## src/rtl/arm_pipe_pkg.sv

```systemverilog
// Shared pipeline types and constants for the ARM memory stage.
package arm_pipe_pkg;

  localparam int unsigned DATA_W = 32;
  localparam int unsigned REG_W  = 4;
  localparam int unsigned LANE_W = 4;

  typedef enum logic [0:0] {
    IDLE = 1'b0,
    WAIT = 1'b1
  } mem_state_t;

  localparam logic [LANE_W-1:0] BYTE_LANE0 = 4'b0001;
  localparam logic [LANE_W-1:0] BYTE_LANE1 = 4'b0010;
  localparam logic [LANE_W-1:0] BYTE_LANE2 = 4'b0100;
  localparam logic [LANE_W-1:0] BYTE_LANE3 = 4'b1000;
  localparam logic [LANE_W-1:0] WORD_LANES = 4'b1111;

  // Payload carried from MEM into WB.
  typedef struct packed {
    logic              rd_we;
    logic [REG_W-1:0]  rd_num;
    logic [DATA_W-1:0] wb_data;
    logic              halted;
  } memwb_t;

  // True when exactly one byte lane is enabled.
  function automatic logic is_byte_lane(input logic [LANE_W-1:0] we);
    return (we == BYTE_LANE0) || (we == BYTE_LANE1) ||
           (we == BYTE_LANE2) || (we == BYTE_LANE3);
  endfunction

endpackage

```

## src/rtl/arm_mem_align.sv

```systemverilog
// Store-data byte replication and load-data lane extraction (combinational).
module arm_mem_align
  import arm_pipe_pkg::*;
(
  input  logic [31:0] st_data_i,
  input  logic [3:0]  lane_we_i,
  input  logic [1:0]  addr_lo_i,
  input  logic [31:0] rdata_i,
  input  logic        byte_ld_i,
  output logic [31:0] st_data_o,
  output logic [31:0] ld_data_o
);

  logic [7:0] ld_byte_c;

  // A single-lane store drives the byte onto every lane; memory picks by enable.
  always_comb begin
    st_data_o = st_data_i;
    if (is_byte_lane(lane_we_i)) begin
      st_data_o = {4{st_data_i[7:0]}};
    end
  end

  always_comb begin
    ld_byte_c = rdata_i[7:0];
    case (addr_lo_i)
      2'd0:    ld_byte_c = rdata_i[7:0];
      2'd1:    ld_byte_c = rdata_i[15:8];
      2'd2:    ld_byte_c = rdata_i[23:16];
      default: ld_byte_c = rdata_i[31:24];
    endcase
  end

  always_comb begin
    ld_data_o = rdata_i;
    if (byte_ld_i) begin
      ld_data_o = DATA_W'(ld_byte_c);
    end
  end

endmodule

```

## src/rtl/arm_mem_stage.sv

```systemverilog
// ARM pipeline MEM stage: data-memory handshake, stall generation, MEM/ID
// forwarding and the MEM/WB pipeline register.
module arm_mem_stage
  import arm_pipe_pkg::*;
(
  input  logic        clk,
  input  logic        rst_b,
  input  logic [31:0] EXMEM_data_result,
  input  logic [31:0] EXMEM_rd_data,
  input  logic        EXMEM_rd_we,
  input  logic        EXMEM_rd_data_sel,
  input  logic [3:0]  EXMEM_des_reg_num,
  input  logic [3:0]  EXMEM_mem_write_en,
  input  logic        EXMEM_ld_byte_or_word,
  input  logic        EXMEM_internal_halted,
  output logic        dmem_req,
  input  logic        dmem_ack,
  output logic [31:0] dmem_addr,
  output logic [3:0]  dmem_we,
  output logic [31:0] dmem_wdata,
  input  logic [31:0] dmem_rdata,
  output logic        mem_stall,
  output logic        MEMID_rd_we,
  output logic [3:0]  MEMID_rd_num,
  output logic [31:0] MEMID_data,
  output logic        MEMWB_rd_we,
  output logic [3:0]  MEMWB_rd_num,
  output logic [31:0] MEMWB_wb_data,
  output logic        MEMWB_internal_halted
);

  mem_state_t        state_q, state_d;
  memwb_t            memwb_q, memwb_d;
  logic              access_pend_c;
  logic [DATA_W-1:0] ld_data_c;
  logic [DATA_W-1:0] wb_data_c;

  // Once a halt has reached WB nothing further may touch memory.
  assign access_pend_c = (EXMEM_rd_data_sel | (|EXMEM_mem_write_en))
                         & ~EXMEM_internal_halted & ~memwb_q.halted;

  // Gating with rst_b drops the request as soon as reset asserts.
  assign dmem_req   = access_pend_c & rst_b;
  assign mem_stall  = dmem_req & ~dmem_ack;
  assign dmem_addr  = {EXMEM_data_result[31:2], 2'b00};
  assign dmem_we    = EXMEM_mem_write_en;

  arm_mem_align u_align (
    .st_data_i (EXMEM_rd_data),
    .lane_we_i (EXMEM_mem_write_en),
    .addr_lo_i (EXMEM_data_result[1:0]),
    .rdata_i   (dmem_rdata),
    .byte_ld_i (EXMEM_ld_byte_or_word),
    .st_data_o (dmem_wdata),
    .ld_data_o (ld_data_c)
  );

  assign wb_data_c    = EXMEM_rd_data_sel ? ld_data_c : EXMEM_data_result;
  assign MEMID_rd_we  = EXMEM_rd_we & ~mem_stall;
  assign MEMID_rd_num = EXMEM_des_reg_num;
  assign MEMID_data   = wb_data_c;

  always_ff @(posedge clk or negedge rst_b) begin
    if (!rst_b) begin
      state_q <= IDLE;
    end else begin
      state_q <= state_d;
    end
  end

  always_comb begin
    state_d = state_q;
    case (state_q)
      IDLE: if (dmem_req && !dmem_ack) state_d = WAIT;
      WAIT: if (dmem_ack) state_d = IDLE;
      default: state_d = IDLE;
    endcase
  end

  // A stall inserts a bubble into WB while the rest of the payload holds.
  always_comb begin
    memwb_d = memwb_q;
    if (mem_stall) begin
      memwb_d.rd_we = 1'b0;
    end else begin
      memwb_d.rd_we   = EXMEM_rd_we;
      memwb_d.rd_num  = EXMEM_des_reg_num;
      memwb_d.wb_data = wb_data_c;
      memwb_d.halted  = memwb_q.halted | EXMEM_internal_halted;
    end
  end

  always_ff @(posedge clk or negedge rst_b) begin
    if (!rst_b) begin
      memwb_q <= '0;
    end else begin
      memwb_q <= memwb_d;
    end
  end

  assign MEMWB_rd_we           = memwb_q.rd_we;
  assign MEMWB_rd_num          = memwb_q.rd_num;
  assign MEMWB_wb_data         = memwb_q.wb_data;
  assign MEMWB_internal_halted = memwb_q.halted;

endmodule

```

## config.mk

```make
export PLATFORM = sky130hd
export DESIGN_NAME = arm_mem_stage
export DESIGN_NICKNAME = d
export VERILOG_FILES = /design/src/rtl/arm_pipe_pkg.sv /design/src/rtl/arm_mem_align.sv /design/src/rtl/arm_mem_stage.sv
export SDC_FILE = /design/constraint.sdc
export NUM_CORES = 1
export LEC_CHECK = 0
export BUFFER_PORTS_ARGS = -buffer_cell sky130_fd_sc_hd__buf_2
export CAP_MARGIN = 25
export CORE_ASPECT_RATIO = 0.5
export CORE_MARGIN = 2
export CORE_UTILIZATION = 42
export CTS_CLUSTER_SIZE = 30
export DETAILED_ROUTE_END_ITERATION = 10
export GPL_TIMING_DRIVEN = 0
export PLACE_DENSITY = 0.87
export REMOVE_ABC_BUFFERS = 1
export SYNTH_ARGS = -nofsm -noshare
export SYNTH_HDL_FRONTEND = slang
export SYNTH_HIERARCHICAL = 1
export SYNTH_SLANG_ARGS = --single-unit
```

## constraint.sdc

```tcl
create_clock -name clk -period 3.51 [get_ports clk]
set_input_delay 0.1755 -clock clk [delete_from_list [all_inputs] [get_ports clk]]
set_output_delay 0.1755 -clock clk [all_outputs]
set_load 0.01 [all_outputs]
```

==> impl_metrics.ini, run 1 <==
[run_status]
status = finished, final reports clean

[synthesis]
ys_warn_count = 6
ys_seq_area_frac = 0.319
mappedNetlistArea_um2 = 2980
postSynthCellCount = 247
synth-seq-cells = 38
post-synth-top-area-cell = sky130_fd_sc_hd__dfrtp_1
yosysTopAreaCellShare = 0.319
netlist-cell-type-count = 22
synth.area.top_cells = sky130_fd_sc_hd__dfrtp_1 32%, sky130_fd_sc_hd__mux2_2 31%, sky130_fd_sc_hd__buf_4 12%, sky130_fd_sc_hd__mux2_1 6.8%, sky130_fd_sc_hd__mux4_2 6.1%
synth.avg_cell_area_um2 = 12.1

[global_routing]
gr_usage_total = 0.210
grt-ovfl-total = 0
grt_first_pass_wirelength_mm = 12.9
grt_antenna_before_repair = 0
grt_max_degree = 41
grt_pass1_vias = 2554

[finish]
instances_no_fill = 540
ant_diodes = 0
area_of_the_multi_input_gates_um2 = 1570
layout-area-overhead-vs-synth_pct = 38.4
drive_gt1_frac = 0.797
fillerInstances = 601
final_nets = 558
final-seq-area_um2 = 951
stdcell_area_um2 = 4120
fin_util = 0.608

[sta]
skew_ns = 0.00242
fin_crit_ns = 2.33
setup-tns-final_ns = 0
setup-violations-final = 0
finalHoldViolCount = 0
max_slew.worst_pin.slew_ns = 0.870
grt_setup_unrepaired = false
maxSlewHeadroom = 0.420
max_freq_ghz = 0.429
slew_violations = 0
period_share = 0.664

[clocking]
clkLatencyLatePin_ns = 0.27
tritoncts = yes
cts_root_buf = sky130_fd_sc_hd__clkbuf_16
number_of_hold_repair_buffers_added_at_the_cts_stage = 0
post_cts_resize_count = 0
ctsLongestPathBuffers = 2
cts.repair_timing.setup_buffer_count = 0
cts.sinks = 38
clkTransAtPathRegs_ns = 0.06
cts_inserted_buffers = 5
clock_tree.htree_level_count = 2

[routing]
route.detailed.wl_per_inst_um = 15.7
routed_via_density = 4.79
dr_total_vias = 2586
drt_first_iter_violations = 119
detail-route-antenna-nets = 0
post-route-drc-count = 0
dr.pass1.iters = 4
route.final.wire_length_mm = 8.50

[placed_design]
dp_hpwl_mm = 7.04
port_buffers = 253
place.detailed.instances = 532
place.gp.congestion = 0.829
placedInstanceArea_um2 = 3950

[run]
max-cap-violations = 0

[setup_path]
worstSetupEndpointType = primary output
worstPathRequired_ns = 3.33
cp.arrival_ns = 2.15
cp_max_fo = 40
cp-start-kind = input pin
timing.setup.critical_path_class = in -> out

[power]
max-vdd-ir-drop_v = 0.000230
power.leakage_nw = 2.15
pwr_density_cell_nw_per_um2 = 345

[floorplanning]
core_area_um2 = 6780
io_pins = 256
floorplan.initialDensity = 0.439
die-width_um = 123
placement_rows = 21
die_h_um = 63.5
die_area_um2 = 7820

[min_path]
worstHoldPathType = in -> async
-- worst max-delay path, stage by stage --
cell and delay, ns:
sky130_fd_sc_hd__buf_2 0.66, sky130_fd_sc_hd__nor4b_1 0.54, sky130_fd_sc_hd__o21ai_4 0.34, sky130_fd_sc_hd__and2_1 0.28, sky130_fd_sc_hd__buf_2 0.14
-- kinds of logic after synthesis --
logic type | Yosys count | share of synthesized area
AOI/OAI and AO/OA | 2 | 0.00715
buffers and inverters | 64 | 0.158
and+or+nand+nor | 33 | 0.0723
xor gates and xnor gates | 1 | 0.00294
muxes | 108 | 0.439
DFF | 38 | 0.319
other | 1 | 0.00126
-- registers in the layout, summed over array words and instances (netlist names) --
signal and count:
MEMWB_internal_halted 1, MEMWB_rd_we 1, MEMWB_rd_num 4, MEMWB_wb_data 32
-- through the flow --
stage / power [W] / hold WS (ns) / setup WS (ns)
detailed placement: 0.000950 / 0.344 / 0.975
global route: 0.00150 / 0.108 / 0.895
CTS: 0.00144 / 0.0527 / 1.11
global placement: 0.000935 / 0.337 / 0.631
finish: 0.00142 / 0.0208 / 1.18
floorplan: 0.000690 / -0.120 / 1.23
-- power breakdown --
part	internal, W	switching [W]
Combinational	0.000232	0.000221
Clock	0.000321	0.000160
Sequential	0.000472	0.0000143
-- cells in the mapped netlist --
master,n
sky130_fd_sc_hd__buf_2,4
sky130_fd_sc_hd__or4_4,1
sky130_fd_sc_hd__buf_8,1
sky130_fd_sc_hd__dfrtp_1,38
sky130_fd_sc_hd__conb_1,1
sky130_fd_sc_hd__inv_1,1
sky130_fd_sc_hd__buf_1,1
sky130_fd_sc_hd__mux2_2,82
sky130_fd_sc_hd__buf_4,49
sky130_fd_sc_hd__or2_2,1
sky130_fd_sc_hd__clkbuf_1,4
sky130_fd_sc_hd__nor4b_1,3
sky130_fd_sc_hd__buf_6,4
sky130_fd_sc_hd__and2_1,1
sky130_fd_sc_hd__xor2_1,1
sky130_fd_sc_hd__mux4_2,8
sky130_fd_sc_hd__a211oi_2,1
sky130_fd_sc_hd__mux2_1,18
sky130_fd_sc_hd__nor2_1,2
sky130_fd_sc_hd__nor2b_1,24
sky130_fd_sc_hd__o21ai_2,1
sky130_fd_sc_hd__nor3b_1,1
-- cell type report --
type,instances,share of cell area
sequential,38,0.231
tap,92,0.0279
multi-input combinational,146,0.382
timing repair buffer,255,0.318
clock buffer,8,0.0404
inverter,1,0.000911
-- cell usage in the layout (no fill, tap or decap) --
cell | synthesis | layout
sky130_fd_sc_hd__dfrtp_1 | 38 | 38
sky130_fd_sc_hd__mux4_2 | 8 | 8
sky130_fd_sc_hd__and2_1 | 1 | 1
sky130_fd_sc_hd__nor4b_1 | 3 | 3
sky130_fd_sc_hd__a211oi_4 | 0 | 1
sky130_fd_sc_hd__or4_4 | 1 | 1
sky130_fd_sc_hd__mux2_2 | 82 | 82
sky130_fd_sc_hd__clkbuf_8 | 0 | 3
sky130_fd_sc_hd__conb_1 | 1 | 2
sky130_fd_sc_hd__xor2_1 | 1 | 1
sky130_fd_sc_hd__nor3b_1 | 1 | 1
sky130_fd_sc_hd__or2_2 | 1 | 1
sky130_fd_sc_hd__nor2b_1 | 24 | 24
sky130_fd_sc_hd__clkbuf_16 | 0 | 5
sky130_fd_sc_hd__buf_2 | 4 | 253
sky130_fd_sc_hd__buf_8 | 1 | 1
sky130_fd_sc_hd__inv_1 | 1 | 1
sky130_fd_sc_hd__nor2_1 | 2 | 2
sky130_fd_sc_hd__buf_16 | 0 | 1
sky130_fd_sc_hd__mux2_1 | 18 | 18
sky130_fd_sc_hd__o21ai_4 | 0 | 1
-- final timing paths --
path / start / endpoint / slack [ns] / cells after the start
worst max register to register: MEMWB_internal_halted / MEMWB_wb_data[0] / 1.56 / 4
worst max-delay path: rst_b / MEMID_rd_we / 1.18 / 5
worst min-delay path: rst_b / MEMWB_wb_data[23] / 0.02 / 1
min in group clk: EXMEM_internal_halted / MEMWB_internal_halted / 0.14 / 2
max in group asynchronous: rst_b / MEMWB_wb_data[2] / 2.94 / 1
worst min register to register: MEMWB_wb_data[11] / MEMWB_wb_data[11] / 0.48 / 1
-- routing by layer --
metal,up-vias,share of wire,GRT usage,routed length (µm)
met3,10,0.048,0.0380,406
met1,1260,0.41,0.263,3510
met4,0,0.012,0.0582,100
li1,1228,-,-,-
met5,-,0,0,0
met2,88,0.53,0.371,4480
Note: power is estimated with default switching activity, not from simulation.
==> run 2, diff against run 1 <==
- CORE_UTILIZATION: 42 -> 39
- PLACE_DENSITY: 0.87 -> 0.82
- clock period: 3.51 -> 2.15 ns (I/O delays scaled with it)
==> run 2 against run 1 <==
Compared with the run above:
- wire length increased by 4.0%
- via count increased by 0.39%
- utilization fell by 4.4 points
- register-to-register slack worse by 1.2 ns
- power is 60% higher
- combinational power is 65% higher
- hold slack better by 0.046 ns
- setup slack got worse by 0.98 ns
- largest cell class unchanged
- global-route usage fell by 0.71 points
==> impl_metrics.ini, run 2 (synthesis results as in run 1) <==
[clocking]
tritoncts = yes
cts.sinks = 38
clkTransAtPathRegs_ns = 0.06
cts_root_buf = sky130_fd_sc_hd__clkbuf_16
ctsLongestPathBuffers = 2
clkLatencyLatePin_ns = 0.27
cts.repair_timing.setup_buffer_count = 0
clock_tree.htree_level_count = 2
cts_inserted_buffers = 5

[setup_path]
worst_r2r_endpoint = MEMWB_wb_data[16]
critPathBufInv = 5
r2r_cells = 4
timing.setup.critical_path_class = in -> out
worstSetupEndpointType = primary output
worstPathRequired_ns = 2.04
timing.critical_path.slowest_stage_cell = sky130_fd_sc_hd__dlygate4sd3_1
cp.arrival_ns = 1.84
cp_cell_sequence = dlygate4sd3_1 > buf_4 > nor4b_2 > o21ai_4 > buf_16 > inv_1 > buf_2
critical_path.max_stage_delay_ns = 0.53
cp-start-kind = input pin
cp_max_fo = 21
critical_path_depth = 7
r2r-start = MEMWB_internal_halted
setup.reg_to_reg.worst_slack_ns = 0.39
cpLargestDelayFamily = buffers and inverters

[floorplanning]
floorplan.initialDensity = 0.405
core_area_um2 = 7350
die_area_um2 = 8390
placement_rows = 22
io_pins = 256
die_h_um = 65.8
die-width_um = 128

[routing]
post-route-drc-count = 0
route.detailed.wl_per_inst_um = 16.2
dr.pass1.iters = 4
dr_total_vias = 2596
routed_via_density = 4.75
detail-route-antenna-nets = 0
drt_first_iter_violations = 112
route.final.wire_length_mm = 8.84

[sta]
postLayoutSetupSlackWorst_ns = 0.200
max_freq_ghz = 0.513
setup-tns-final_ns = 0
skew_ns = 0.00305
max_slew.worst_pin.slew_ns = 0.832
maxSlewHeadroom = 0.446
slew_violations = 0
finalHoldViolCount = 0
whs_ns = 0.0665
period_share = 0.907
grt_setup_unrepaired = false
fin_crit_ns = 1.95
setup-violations-final = 0

[power]
power.leakage_nw = 2.16
pwr_density_cell_nw_per_um2 = 548
max-vdd-ir-drop_v = 0.000282

[min_path]
hold_sp = EXMEM_rd_we
hold_end = MEMWB_rd_we
hold_path_depth = 2
worstHoldPathType = in -> reg

[global_routing]
grt-ovfl-total = 0
grt_pass1_vias = 2623
gr_usage_total = 0.203
grt_first_pass_wirelength_mm = 13.4
grt_antenna_before_repair = 0
grt_max_degree = 39

[finish]
ant_diodes = 0
layout-area-overhead-vs-synth_pct = 39.2
drive_gt1_frac = 0.796
mostFrequentLayoutCell = sky130_fd_sc_hd__buf_2
final_nets = 560
instances_no_fill = 546
largest_register_ffs = 32
layout.cells.most_common_list = 252 x sky130_fd_sc_hd__buf_2, 82 x sky130_fd_sc_hd__mux2_2, 38 x sky130_fd_sc_hd__dfrtp_1

[placed_design]
port_buffers = 253
post-place-ws_ns = -0.273
place.gp.congestion = 0.822
dp_hpwl_mm = 7.20
place.detailed.instances = 536

[run_status]
status = finished, final reports clean

[run]
max-cap-violations = 0
## run 2: worst max path at each step
stage                          start           endpoint
2_1_floorplan  EXMEM_mem_write_en[1]    MEMWB_rd_num[0]
3_3_place_gp   EXMEM_mem_write_en[1]  MEMWB_wb_data[23]
3_5_place_dp                   rst_b  MEMWB_wb_data[16]
4_1_cts                        rst_b          mem_stall
5_1_grt                        rst_b          mem_stall
6_report                       rst_b          mem_stall
## run 2: stage by stage
step | cell area (µm²) | power [W] | util
after floorplan | 2510 | 0.00113 | -
after CTS | 4140 | 0.00230 | 0.563
after global placement | 3900 | 0.00153 | 0.531
after detailed placement | 3960 | 0.00155 | 0.538
final | 4140 | 0.00227 | 0.564
after global routing | 4140 | 0.00239 | 0.564
## run 2: routing by layer
| layer | vias up | share of wire | global-route usage | wire, µm |
|---|---|---|---|---|
| met5 | - | 0 | 0 | 0 |
| met4 | 0 | 0.014 | 0.0536 | 123 |
| met3 | 13 | 0.037 | 0.0316 | 331 |
| met2 | 79 | 0.52 | 0.372 | 4620 |
| met1 | 1277 | 0.43 | 0.253 | 3760 |
| li1 | 1227 | - | - | - |
## run 2: power breakdown
part           internal [W]  switching, W
sequential         0.000771     0.0000246
clock              0.000459      0.000269
combinational      0.000384      0.000364
## run 2: cell type report
| type | count | area, µm² |
|---|---|---|
| Clock buffer | 7 | 143 |
| Clock inverter | 1 | 5.00 |
| Fill cell | 686 | 3210 |
| Inverter | 1 | 3.75 |
| Multi-Input combinational cell | 146 | 1580 |
| Sequential cell | 38 | 951 |
| Tap cell | 96 | 120 |
| Timing Repair Buffer | 257 | 1340 |
## run 2: timing repair
action / CTS / global route
pin swaps: 0 / 0
gates resized for setup: 1 / 1
hold endpoints to repair: 38 / 0
endpoints found under the setup margin: 2 / 2
hold buffers: 2 / 0
==> run 3, diff against run 2 <==
- RECOVER_POWER: default -> 100
==> run 3 against run 2 <==
Compared with the run above:
- critical path type unchanged
- non-clock buffer count did not move
- largest cell class unchanged
- clock power hardly changed
- die area stayed put
- clock skew about the same
==> impl_metrics.ini, run 3 (synthesis results as in run 1) <==
[routing]
route.final.wire_length_mm = 8.93
dr.pass1.iters = 4
dr_total_vias = 2608
drt_first_iter_violations = 126
detail-route-antenna-nets = 0
route.detailed.wl_per_inst_um = 16.3
post-route-drc-count = 0
routed_via_density = 4.78

[sta]
fin_crit_ns = 1.98
finalHoldViolCount = 0
period_share = 0.922
slew_violations = 0
setup-violations-final = 0
grt_setup_unrepaired = false
maxSlewHeadroom = 0.376
setup-tns-final_ns = 0
postLayoutSetupSlackWorst_ns = 0.167
max_freq_ghz = 0.504
max_slew.worst_pin.slew_ns = 0.936
skew_ns = 0.00272

[setup_path]
timing.setup.critical_path_class = in -> out
cp_common_cell = sky130_fd_sc_hd__clkbuf_1
critical_path.max_stage_delay_ns = 0.46
cp_cell_sequence = clkbuf_1 > xor2_1 > a211oi_4 > clkbuf_2 > mux2_2 > clkbuf_1
critPathBufInv = 3
cp.arrival_ns = 1.88
worstSetupEndpointType = primary output
cpLargestDelayFamily = buffers and inverters
timing.critical_path.slowest_stage_cell = sky130_fd_sc_hd__clkbuf_2
worstPathRequired_ns = 2.04
cp_max_fo = 19
cp-start-kind = input pin

[placed_design]
port_buffers = 253
dp_hpwl_mm = 7.20
placedInstanceArea_um2 = 3960
place.gp.congestion = 0.822
post-place-ws_ns = -0.273

[global_routing]
grt_pass1_vias = 2623
grt-ovfl-total = 0
grt_max_degree = 39
grt_first_pass_wirelength_mm = 13.4
gr_usage_total = 0.203
grt_antenna_before_repair = 0

[clocking]
tritoncts = yes
clkLatencyLatePin_ns = 0.27
cts.sinks = 38
cts_root_buf = sky130_fd_sc_hd__clkbuf_16
cts.repair_timing.setup_buffer_count = 0
clkTransAtPathRegs_ns = 0.06
cts_inserted_buffers = 5
clock_tree.htree_level_count = 2
ctsLongestPathBuffers = 2

[finish]
area_of_the_multi_input_gates_um2 = 1580
drive_gt1_frac = 0.489
ant_diodes = 0
stdcell_area_um2 = 3960
layout-area-overhead-vs-synth_pct = 33.0
mostFrequentLayoutCell = sky130_fd_sc_hd__clkbuf_1
final_nets = 560
fin_util = 0.539
final-seq-area_um2 = 951
fillerInstances = 752
layout.cells.most_common_list = 129 x sky130_fd_sc_hd__clkbuf_1, 123 x sky130_fd_sc_hd__buf_2, 72 x sky130_fd_sc_hd__mux2_2
largest_register_ffs = 32

[power]
max-vdd-ir-drop_v = 0.000280
power.share.clock = 0.328
pwr_density_cell_nw_per_um2 = 560
power.share.switching = 0.298
cell_internal_pwr_w = 0.00156
p_total_w = 0.00222
power_share_of_the_sequential_group = 0.359
power.leakage_nw = 1.78
p_comb_frac = 0.313
netSwitchingPower_w = 0.000662

[floorplanning]
core_area_um2 = 7350
placement_rows = 22
die_h_um = 65.8
io_pins = 256
die-width_um = 128
die_area_um2 = 8390
floorplan.initialDensity = 0.405

[run_status]
status = finished, final reports clean

[run]
max-cap-violations = 0

[min_path]
worstHoldPathType = in -> reg
-- run 3: cell type report --
| cell class | instances | share of cell area |
|---|---|---|
| Inverter | 1 | 0.000948 |
| Timing Repair Buffer | 257 | 0.292 |
| Tap cell | 96 | 0.0303 |
| Multi-Input combinational cell | 146 | 0.399 |
| Clock buffer | 7 | 0.0360 |
| Sequential cell | 38 | 0.240 |
| Clock inverter | 1 | 0.00126 |
-- run 3: what timing repair did --
| item | 4_1_cts | 5_1_grt |
|---|---|---|
| setup endpoints to repair | 2 | 2 |
| gates resized for setup | 1 | 1 |
| pin swaps | 0 | 0 |
| hold buffers | 2 | 0 |
| endpoints found under the hold margin | 38 | 0 |
-- run 3: final timing paths --
kind	startpoint	endpoint	slack (ns)	cells after the start
min reg2reg	MEMWB_wb_data[9]	MEMWB_wb_data[9]	0.48	1
min in group asynchronous	rst_b	MEMWB_wb_data[10]	0.67	3
max in group asynchronous	rst_b	MEMWB_rd_num[3]	0.90	3
max reg2reg	MEMWB_internal_halted	MEMWB_wb_data[16]	0.39	4
max	EXMEM_mem_write_en[0]	dmem_wdata[27]	0.17	6
min	EXMEM_rd_we	MEMWB_rd_we	0.08	2
-- run 3: per-stage QoR --
step,std cells,hold slack (ns)
final,546,0.0773
after global routing,546,0.0715
after CTS,546,0.0573
after detailed placement,536,0.280
after global placement,534,0.281
after floorplan,185,-0.188
-- run 3: metal layers --
metal / global-route usage / vias up / routed length (µm)
li1: - / 1231 / -
met1: 0.253 / 1286 / 3820
met2: 0.372 / 78 / 4660
met3: 0.0316 / 13 / 312
met4: 0.0536 / 0 / 125
met5: 0 / - / 0
-- run 3: power groups by stage --
stage / logic, W / clock network, W / registers (W)
floorplan: 0.000290 / 0 / 0.000836
CTS: 0.000755 / 0.000746 / 0.000796
finish: 0.000695 / 0.000727 / 0.000797
detailed placement: 0.000745 / 0 / 0.000808
global route: 0.000750 / 0.000788 / 0.000805
global placement: 0.000724 / 0 / 0.000804
